## src/rtl/program_loader.sv

```systemverilog
// Packs {acc_select, opcode, immediate} beats into 8-bit words and writes them to program RAM from address 0.
// Write latency 1 cycle; in_ready is decoded from registered state, so a held beat waits until LOAD.
module program_loader #(
    parameter int ADDR_WIDTH = 4
) (
    input  logic                  clk,
    input  logic                  reset,
    input  logic                  start,
    input  logic                  in_valid,
    output logic                  in_ready,
    input  logic                  in_acc_select,
    input  logic [2:0]            in_opcode,
    input  logic [3:0]            in_immediate,
    input  logic                  in_last,
    output logic                  mem_we,
    output logic [ADDR_WIDTH-1:0] mem_addr,
    output logic [7:0]            mem_wdata,
    output logic [ADDR_WIDTH:0]   load_count,
    output logic [7:0]            checksum,
    output logic                  busy,
    output logic                  done,
    output logic                  overflow
);

    typedef enum logic [1:0] {
        S_IDLE = 2'd0,
        S_LOAD = 2'd1,
        S_DONE = 2'd2
    } state_t;

    state_t                r_state;
    state_t                w_next;
    logic [ADDR_WIDTH-1:0] r_wr_ptr;
    logic [ADDR_WIDTH:0]   r_load_count;
    logic [7:0]            r_checksum;
    logic                  r_overflow;
    logic                  r_mem_we;
    logic [ADDR_WIDTH-1:0] r_mem_addr;
    logic [7:0]            r_mem_wdata;

    logic                  w_accept;
    logic                  w_full;
    logic                  w_clear;
    logic [7:0]            w_word;

    assign w_accept = in_valid && (r_state == S_LOAD);
    // The pointer sits at DEPTH-1 exactly when the current beat fills memory.
    assign w_full   = &r_wr_ptr;
    assign w_clear  = start && (r_state != S_LOAD);
    assign w_word   = {in_acc_select, in_opcode, in_immediate};

    always_comb begin
        w_next = r_state;
        case (r_state)
            S_IDLE:  if (start) w_next = S_LOAD;
            S_LOAD:  if (w_accept && (in_last || w_full)) w_next = S_DONE;
            S_DONE:  w_next = start ? S_LOAD : S_IDLE;
            default: w_next = S_IDLE;
        endcase
    end

    always_ff @(posedge clk or posedge reset) begin
        if (reset) begin
            r_state      <= S_IDLE;
            r_wr_ptr     <= '0;
            r_load_count <= '0;
            r_checksum   <= '0;
            r_overflow   <= 1'b0;
            r_mem_we     <= 1'b0;
            r_mem_addr   <= '0;
            r_mem_wdata  <= '0;
        end else begin
            r_state  <= w_next;
            r_mem_we <= w_accept;
            if (w_accept) begin
                r_mem_addr   <= r_wr_ptr;
                r_mem_wdata  <= w_word;
                r_wr_ptr     <= r_wr_ptr + 1'b1;
                r_load_count <= r_load_count + 1'b1;
                r_checksum   <= r_checksum ^ w_word;
                if (w_full && !in_last) r_overflow <= 1'b1;
            end
            if (w_clear) begin
                r_wr_ptr     <= '0;
                r_load_count <= '0;
                r_checksum   <= '0;
                r_overflow   <= 1'b0;
            end
        end
    end

    assign in_ready   = (r_state == S_LOAD);
    assign busy       = in_ready;
    assign done       = (r_state == S_DONE);
    assign mem_we     = r_mem_we;
    assign mem_addr   = r_mem_addr;
    assign mem_wdata  = r_mem_wdata;
    assign load_count = r_load_count;
    assign checksum   = r_checksum;
    assign overflow   = r_overflow;

endmodule
```

## config.mk

```make
export PLATFORM = sky130hd
export DESIGN_NAME = program_loader
export DESIGN_NICKNAME = d
export VERILOG_FILES = /design/src/rtl/program_loader.sv
export SDC_FILE = /design/constraint.sdc
export NUM_CORES = 1
export LEC_CHECK = 0
export CAP_MARGIN = 20
export CORE_MARGIN = 10
export CORE_UTILIZATION = 41
export DETAILED_ROUTE_END_ITERATION = 8
export GPL_TIMING_DRIVEN = 0
export PLACE_DENSITY = 0.74
export SYNTH_ARGS = -nofsm -noshare
export SYNTH_HDL_FRONTEND = slang
export SYNTH_SLANG_ARGS = --single-unit
export TNS_END_PERCENT = 20
```

## constraint.sdc

```tcl
create_clock -name clk -period 1.3 [get_ports clk]
set_input_delay 0.26 -clock clk [delete_from_list [all_inputs] [get_ports clk]]
set_output_delay 0.26 -clock clk [all_outputs]
set_load 0.01 [all_outputs]
```

Yosys cells after proc, flatten, opt, wreduce, memory -nomap -nowiden
Cells that the tools add are included.

storage, ports and cells
  register bits after elaboration = 33
  word-level logic and storage cells = 41

operators by class
  add/subtract/negate cells = 2
  bitwise logic cells = 1
  muxes and demuxes = 13
  reduce and logical (&&, ||, !) cells = 12
  equality and inequality tests = 5

operators with widths
  kind                                                             count
  8-bit two-way mux                                                2
  5-bit two-way mux                                                2
  4-bit two-way mux                                                2
  8-bit XOR                                                        1
  2-bit case mux with 3 select lines                               1
  5-bit by 1-bit adder with 5-bit output, second input constant    1
  4-bit by 1-bit adder with 4-bit output, second input constant    1
  1-bit logical AND                                                4
  1-bit two-way mux                                                4
  2-bit two-way mux                                                2
  2-bit by 1-bit != test with 1-bit output, second input constant  2
  2-bit AND reduction                                              2
  4-bit AND reduction                                              1
  2-bit nonzero test                                               2
  2-bit by 1-bit == test with 1-bit output, second input constant  1
  2-bit == test, second input constant                             1
  2-bit logical NOT                                                1
  2-bit != test, second input constant                             1
  1-bit logical NOT                                                1
  1-bit logical OR                                                 1

Logic depth before layout (Yosys ltp)
Gate-level depths: netlist of the first run.

  depth after elaboration = 5
  depth in mapped cells = 5

Least setup slack after synthesis of the first run
Ideal clock, no wire load.

  path type = register to register
  start = register r_state[0]
  end = register r_load_count[0], in the netlist load_count[0]
  period minus slack after synthesis = 1,262 ps
  arrival = 1,138 ps
  setup slack = 38 ps
  path buffers = 1
  stages on the path, launching flop included = 5
  cell sequence = dfrtp_1 nor2b_1 buf_6 o21a_1 mux2_2

on the way
  word-level cells in the longest chain between the ends = 3
  elaborated cells between the ends (all ways) = 6
  classes of those cells = eq/ne: 2; mux: 1; reduce/logical: 3

RTL lines
  what                                      RTL line  source
  start, declared                           31        state_t r_state;
  start signal, assigned                    73        r_state <= w_next;
  2-bit by 1-bit == test with 1-bit output  --
  via busy                                  20        output logic busy,
  1-bit logical AND                         46        assign w_accept = in_valid && (r_state == S_LOAD);
  2-bit nonzero test (no line)              --
  end signal, assigned                      79        r_load_count <= r_load_count + 1'b1;
  end, declared                             34        logic [ADDR_WIDTH:0] r_load_count;

The timed path passes the listed nets, and every way through them passes these cells.
A chain may end at the register's enable or synchronous reset.

Worst setup path after layout of the first run
  start = register r_state[1]
  end = output done

on the way
  word-level cells in the longest chain between the ends = 1

RTL lines
  what           RTL line  source
  2-bit == test  94        assign done = (r_state == S_DONE);
  end, declared  21        output logic done,

Every way passes these cells.

==> results of run 1 <==
==> critical path: stages, from the launching register on <==
cell     delay [ns]
dfrtp_2        0.47
buf_8          0.14
nor2b_1        0.11
buf_2          0.13
==> path summary, 6_finish.rpt <==
| kind | start | to | slack [ns] | depth (start not counted) |
|---|---|---|---|---|
| worst max-delay path | r_state[1] | done | -0.16 | 3 |
| worst min-delay path | reset | mem_addr[3] | 0.23 | 2 |
| worst max register to register | r_state[1] | load_count[0] | -0.07 | 4 |
| worst min register to register | mem_wdata[6] | mem_wdata[6] | 0.49 | 2 |
| max in group asynchronous | reset | r_state[0] | 0.59 | 3 |
| min in group clk | in_valid | mem_we | 0.40 | 3 |
==> area by class of cell <==
type | count | area (sq um)
Sequential cell | 33 | 828
Inverter | 4 | 15.0
Multi-Input combinational cell | 80 | 577
Clock buffer | 7 | 65.1
Clock inverter | 1 | 5.00
Timing Repair Buffer | 54 | 513
Tap cell | 46 | 57.6
Fill cell | 276 | 1220
Buffer | 6 | 60.1
==> cell usage after synthesis <==
cell      number
a21oi_1        1
a22o_1         2
a31oi_1        1
buf_2          4
buf_4          1
buf_6          1
clkbuf_1       1
dfrtp_1       33
ha_1           2
inv_1          4
mux2_2         6
nand2_1       18
nand3_1        2
nand3b_4       1
nand4b_1      11
nor2_1        12
nor2b_1        2
o21a_1         1
o21ai_0        4
o221ai_1       2
o31ai_1        3
or3_1          1
xor2_1        10
==> stage by stage <==
stage | util | std cells | TNS (ns) | hold WS [ns]
floorplan | - | 123 | 0 | 0.356
global placement | 0.568 | 211 | -21.38 | 0.459
detailed placement | 0.576 | 212 | -8.83 | 0.465
CTS | 0.618 | 231 | -0.717 | 0.223
global route | 0.636 | 231 | -1.25 | 0.231
finish | 0.636 | 231 | -0.689 | 0.227
==> logic make-up (layout without fill, tap and decap cells) <==
| group | count (synthesis) | count (layout) | share of synthesized area |
|---|---|---|---|
| AND/OR/NAND/NOR | 47 | 48 | 0.182 |
| XOR/XNOR | 10 | 10 | 0.0618 |
| buffers and inverters | 11 | 72 | 0.0406 |
| adder cells (fa/ha/maj) | 2 | 2 | 0.0176 |
| multiplexers | 6 | 6 | 0.0477 |
| flip-flops | 33 | 33 | 0.583 |
| AO/OA/AOI/OAI | 14 | 14 | 0.0680 |
==> per-layer routing <==
| layer | vias to the layer above | global-route usage | wire length, um |
|---|---|---|---|
| met2 | 32 | 0.206 | 2010 |
| met3 | 7 | 0.0495 | 267 |
| met5 | - | 0 | 0 |
| met1 | 565 | 0.136 | 1620 |
| met4 | 0 | 0.0538 | 59 |
| li1 | 547 | - | - |
==> repair_timing <==
action / 4_1_cts / 5_1_grt
pin swaps: 1 / 3
buffers inserted: 11 / 0
endpoints found under the hold margin: 0 / 0
gates cloned: 0 / 1
resized for setup: 53 / 39
setup endpoints to repair: 42 / 49
==> registers in the layout (all words and copies together) (netlist names) <==
register	cells
checksum	8
mem_wdata	8
load_count	5
mem_addr	4
r_wr_ptr	4
r_state	2
mem_we	1
overflow	1
==> where the power goes <==
group          total [mW]  leakage (nW)  internal (mW)  switching [mW]
clock network       0.667        0.0413          0.313           0.354
logic                1.79         0.580          0.932           0.857
registers            1.61         0.429           1.38           0.236
==> flow_summary.json, run 1 <==
{
  "diodes": 0,
  "drtAntennaViolNets": 0,
  "globalRouteOverflowTotal": 0,
  "drt-wirelength-per-cell_um": 17.1,
  "synth_cells": 123,
  "core_sq_um": 3340,
  "relSlewSlack": 0.681,
  "final_common_cell": "dfrtp_1",
  "grt_pass1_vias": 1188,
  "syn_nets": 138,
  "crit_path_max_fanout": 4,
  "ys_types": 23,
  "critPathKind": "register to output port",
  "ios": 43,
  "drt_wl_total_um": 3960,
  "nets": 199,
  "cts_tree": "yes",
  "final_max_slew_viol_count": 0,
  "fin_skew_ns": 0.00515,
  "yosysWarningCount": 0,
  "tightest_slew_ns": 0.479,
  "post-route-drc-count": 0,
  "port_buffers": 42,
  "floorplan.initialDensity": 0.425,
  "via_per_inst": 4.98,
  "pre_cts_ws_ns": -0.370,
  "min_path_type": "input pin to asynchronous set/reset pin",
  "layout_common_cells": "dfrtp_1 (31), clkdlybuf4s15_1 (22), nand2_1 (18), buf_4 (12)",
  "netlist.top_cell.by_area": "dfrtp_1",
  "crit_path_end_kind": "output port",
  "rsz0062_at_grt": "true",
  "ys_seq_area_frac": 0.583,
  "finalCriticalPeriod_ns": 1.46,
  "area_growth_pct": 49.6,
  "drtIter0Drc": 55,
  "finalCritPeriodShare": 1.12,
  "dp_hpwl_um": 2560,
  "critical_path_required_ns": 1.04,
  "powerDensity_nw_per_um2": 1920,
  "syn_avg_cell_area_sq_um": 11.5,
  "cp.arrival_ns": 1.20,
  "root_buffer": "clkbuf_4",
  "cts_buffers": 5,
  "clkSlewWorstSetupHoldPaths_ns": 0.10,
  "vdd_drop_max_mv": 1.33,
  "violations": "setup timing",
  "netlist.area_leader.share": 0.583,
  "clock_latency_ns": 0.34,
  "outcome": "complete, but fails checks",
  "cts_buffer_depth": 2,
  "grt_max_degree": 25,
  "die_h_um": 78.8,
  "cap_violations": 0,
  "power.total_mw": 4.07,
  "synth.area.top_cells": "dfrtp_1 (58%), nand4b_1 (6.8%), xor2_1 (6.2%), nand2_1 (4.8%), mux2_2 (4.8%)",
  "rows": 21,
  "setup_ws_ns": -0.155,
  "htree_num_levels": 2,
  "p_leak_nw": 1.05,
  "dieArea_sq_um": 6210,
  "die_w_um": 78.8,
  "fmax_mhz": 687,
  "synth_seq_cells": 33,
  "gp_congestion": 0.751,
  "grt_pass1_wl_um": 6070,
  "syn_area_sq_um": 1420,
  "postCtsHoldBufs": 0,
  "routed-via-count": 1151,
  "fin_area_sq_um": 2120,
  "start_kind": "register",
  "antenna_found_initial": 0,
  "placed_area_sq_um": 1920,
  "clock_sinks": 33,
  "layout-drive-gt1-share": 0.259,
  "hold_violations": 0,
  "grt_use_total": 0.123,
  "dr.pass1.iters": 4,
  "finalSetupViolations": 12
}
No activity file was read; power rests on OpenSTA's default activity.
==> run 2, diff against run 1 <==
--- a/config.mk
+++ b/config.mk
@@ -5,12 +5,12 @@
 export SDC_FILE = /design/constraint.sdc
 export NUM_CORES = 1
 export LEC_CHECK = 0
-export CAP_MARGIN = 20
+export CAP_MARGIN = 25
 export CORE_MARGIN = 10
-export CORE_UTILIZATION = 41
+export CORE_UTILIZATION = 49
 export DETAILED_ROUTE_END_ITERATION = 8
 export GPL_TIMING_DRIVEN = 0
-export PLACE_DENSITY = 0.74
+export PLACE_DENSITY = 0.83
 export SYNTH_ARGS = -nofsm -noshare
 export SYNTH_HDL_FRONTEND = slang
 export SYNTH_SLANG_ARGS = --single-unit
==> constraint.sdc (replaced) <==
create_clock -name clk -period 1.85 [get_ports clk]
set_input_delay 0.37 -clock clk [delete_from_list [all_inputs] [get_ports clk]]
set_output_delay 0.37 -clock clk [all_outputs]
set_load 0.01 [all_outputs]
==> run 2 against run 1 <==
Against the previous run: setup slack better by 0.19 ns; critical path depth is 1 higher; via count is 3.0% lower; the run now ends clean; core utilization is 8.4 points higher; power is 33% lower; largest power group unchanged; sequential cell count stayed put; highest routed layer unchanged; largest cell class unchanged; worst hold slack better by 0.16 ns; critical endpoint is now in_ready; final area is 6.5% lower; register-to-register slack better by 0.62 ns; sequential share of layout area is 2.6 points higher.
==> flow_summary.json, run 2 (synthesis gave the netlist of run 1 again) <==
{
  "outcome": "completed",
  "layout_common_cells": "clkdlybuf4s50_1 (39), dfrtp_1 (32), nand2_1 (18), nor2_1 (12), nand4b_1 (11)",
  "start_kind": "register",
  "gp_congestion": 0.768,
  "die_h_um": 73.8,
  "relSlewSlack": 0.603,
  "dp_hpwl_um": 2520,
  "p_leak_nw": 0.940,
  "internal_power_mw": 1.81,
  "core_sq_um": 2760,
  "utilization": 0.719,
  "rsz0062_at_grt": "false",
  "powerDensity_nw_per_um2": 1390,
  "seq_power_share": 0.417,
  "cts_tree": "yes",
  "tightest_slew_ns": 0.595,
  "cts_buffers": 5,
  "grt_pass1_wl_um": 5650,
  "clkPwrFrac": 0.150,
  "final_common_cell": "clkdlybuf4s50_1",
  "globalRouteOverflowTotal": 0,
  "crit_path_max_fanout": 8,
  "htree_num_levels": 2,
  "drt_wl_total_um": 3470,
  "area_growth_pct": 39.9,
  "critical_path_required_ns": 1.48,
  "root_buffer": "clkbuf_4",
  "floorplan.initialDensity": 0.514,
  "drt-wirelength-per-cell_um": 16.8,
  "grt_use_total": 0.133,
  "setup_tns_ns": 0,
  "final_max_slew_viol_count": 0,
  "finalCriticalPeriod_ns": 1.81,
  "hold_violations": 0,
  "diodes": 0,
  "routed-via-count": 1116,
  "port_buffers": 42,
  "clkSlewWorstSetupHoldPaths_ns": 0.10,
  "vdd_drop_max_mv": 0.985,
  "postCtsHoldBufs": 0,
  "layout-drive-gt1-share": 0.142,
  "dr.pass1.iters": 4,
  "num-fill-cells": 214,
  "min_path_type": "input pin to asynchronous set/reset pin",
  "drtIter0Drc": 37,
  "p_comb_frac": 0.433,
  "via_per_inst": 5.39,
  "cp.arrival_ns": 1.44,
  "cap_violations": 0,
  "finalCritPeriodShare": 0.978,
  "cts_buffer_depth": 2,
  "nets": 191,
  "die_w_um": 73.8,
  "ios": 43,
  "rows": 19,
  "grt_max_degree": 21,
  "fin_skew_ns": 0.00614,
  "critPathKind": "register to output port",
  "clock_sinks": 33,
  "grt_pass1_vias": 1157,
  "post-route-drc-count": 0,
  "fmax_mhz": 552,
  "antenna_found_initial": 0,
  "clock_latency_ns": 0.33,
  "crit_path_end_kind": "output port",
  "power_switching_mw": 0.933,
  "finalSetupViolations": 0,
  "drtAntennaViolNets": 0,
  "swShare": 0.340,
  "dieArea_sq_um": 5440
}
## run 2: final timing paths
| kind | start | end | slack, ns | depth (start not counted) |
|---|---|---|---|---|
| max | r_state[0] | in_ready | 0.04 | 4 |
| min | reset | mem_addr[3] | 0.39 | 2 |
| max reg2reg | r_state[0] | checksum[2] | 0.55 | 5 |
| min reg2reg | mem_wdata[2] | mem_wdata[2] | 0.48 | 2 |
| max in group asynchronous | reset | r_state[0] | 0.95 | 3 |
| min in group clk | mem_wdata[2] | mem_wdata[2] | 0.48 | 2 |
## run 2: worst max-delay path, cell delays in order (launching register included)
cell and delay [ns]:
dfrtp_2 0.44, nor2b_1 0.15, buf_6 0.14, buf_4 0.12
dlygate4sd2_1 0.27
## run 2: cell type report
type,instances,area [sq um],share of cell area
plain buffers,7,46.3,0.0233
clock buffers,7,55.1,0.0278
inverters,4,15.0,0.00757
multi-input cells,79,534,0.269
flip-flops and latches,33,827,0.417
well taps,31,38.8,0.0196
repair buffers,46,467,0.235
## run 2: power groups by stage
stage               sequential, mW  clock, mW  combinational [mW]
detailed placement            1.16          0                1.18
CTS                           1.14      0.419                1.21
floorplan                     1.24          0               0.454
global route                  1.17      0.444                1.30
global placement              1.15          0                1.15
finish                        1.15      0.411                1.19
## run 2: per-stage QoR
stage	hold slack (ns)	area (sq um)	power, mW	worst slack [ns]	instances
6_report	0.389	1980	2.75	0.0399	207
5_1_grt	0.452	1980	2.92	0.00272	207
4_1_cts	0.412	1980	2.77	0.0363	207
3_5_place_dp	0.463	1900	2.34	0.0843	197
3_3_place_gp	0.460	1880	2.30	0.0518	196
2_1_floorplan	0.466	1420	1.70	0.588	123
## run 2: metal layers
layer | track usage | part of all wire | wire (um) | vias up
li1 | - | - | - | 527
met1 | 0.154 | 0.41 | 1410 | 551
met2 | 0.210 | 0.50 | 1750 | 31
met3 | 0.0538 | 0.071 | 245 | 7
met4 | 0.0621 | 0.018 | 63 | 0
met5 | 0 | 0 | 0 | -
## run 2: what timing repair did
action	in CTS	in global routing
setup endpoints to repair	3	0
setup buffers	3	0
hold endpoints to repair	0	0
resized for setup	6	0
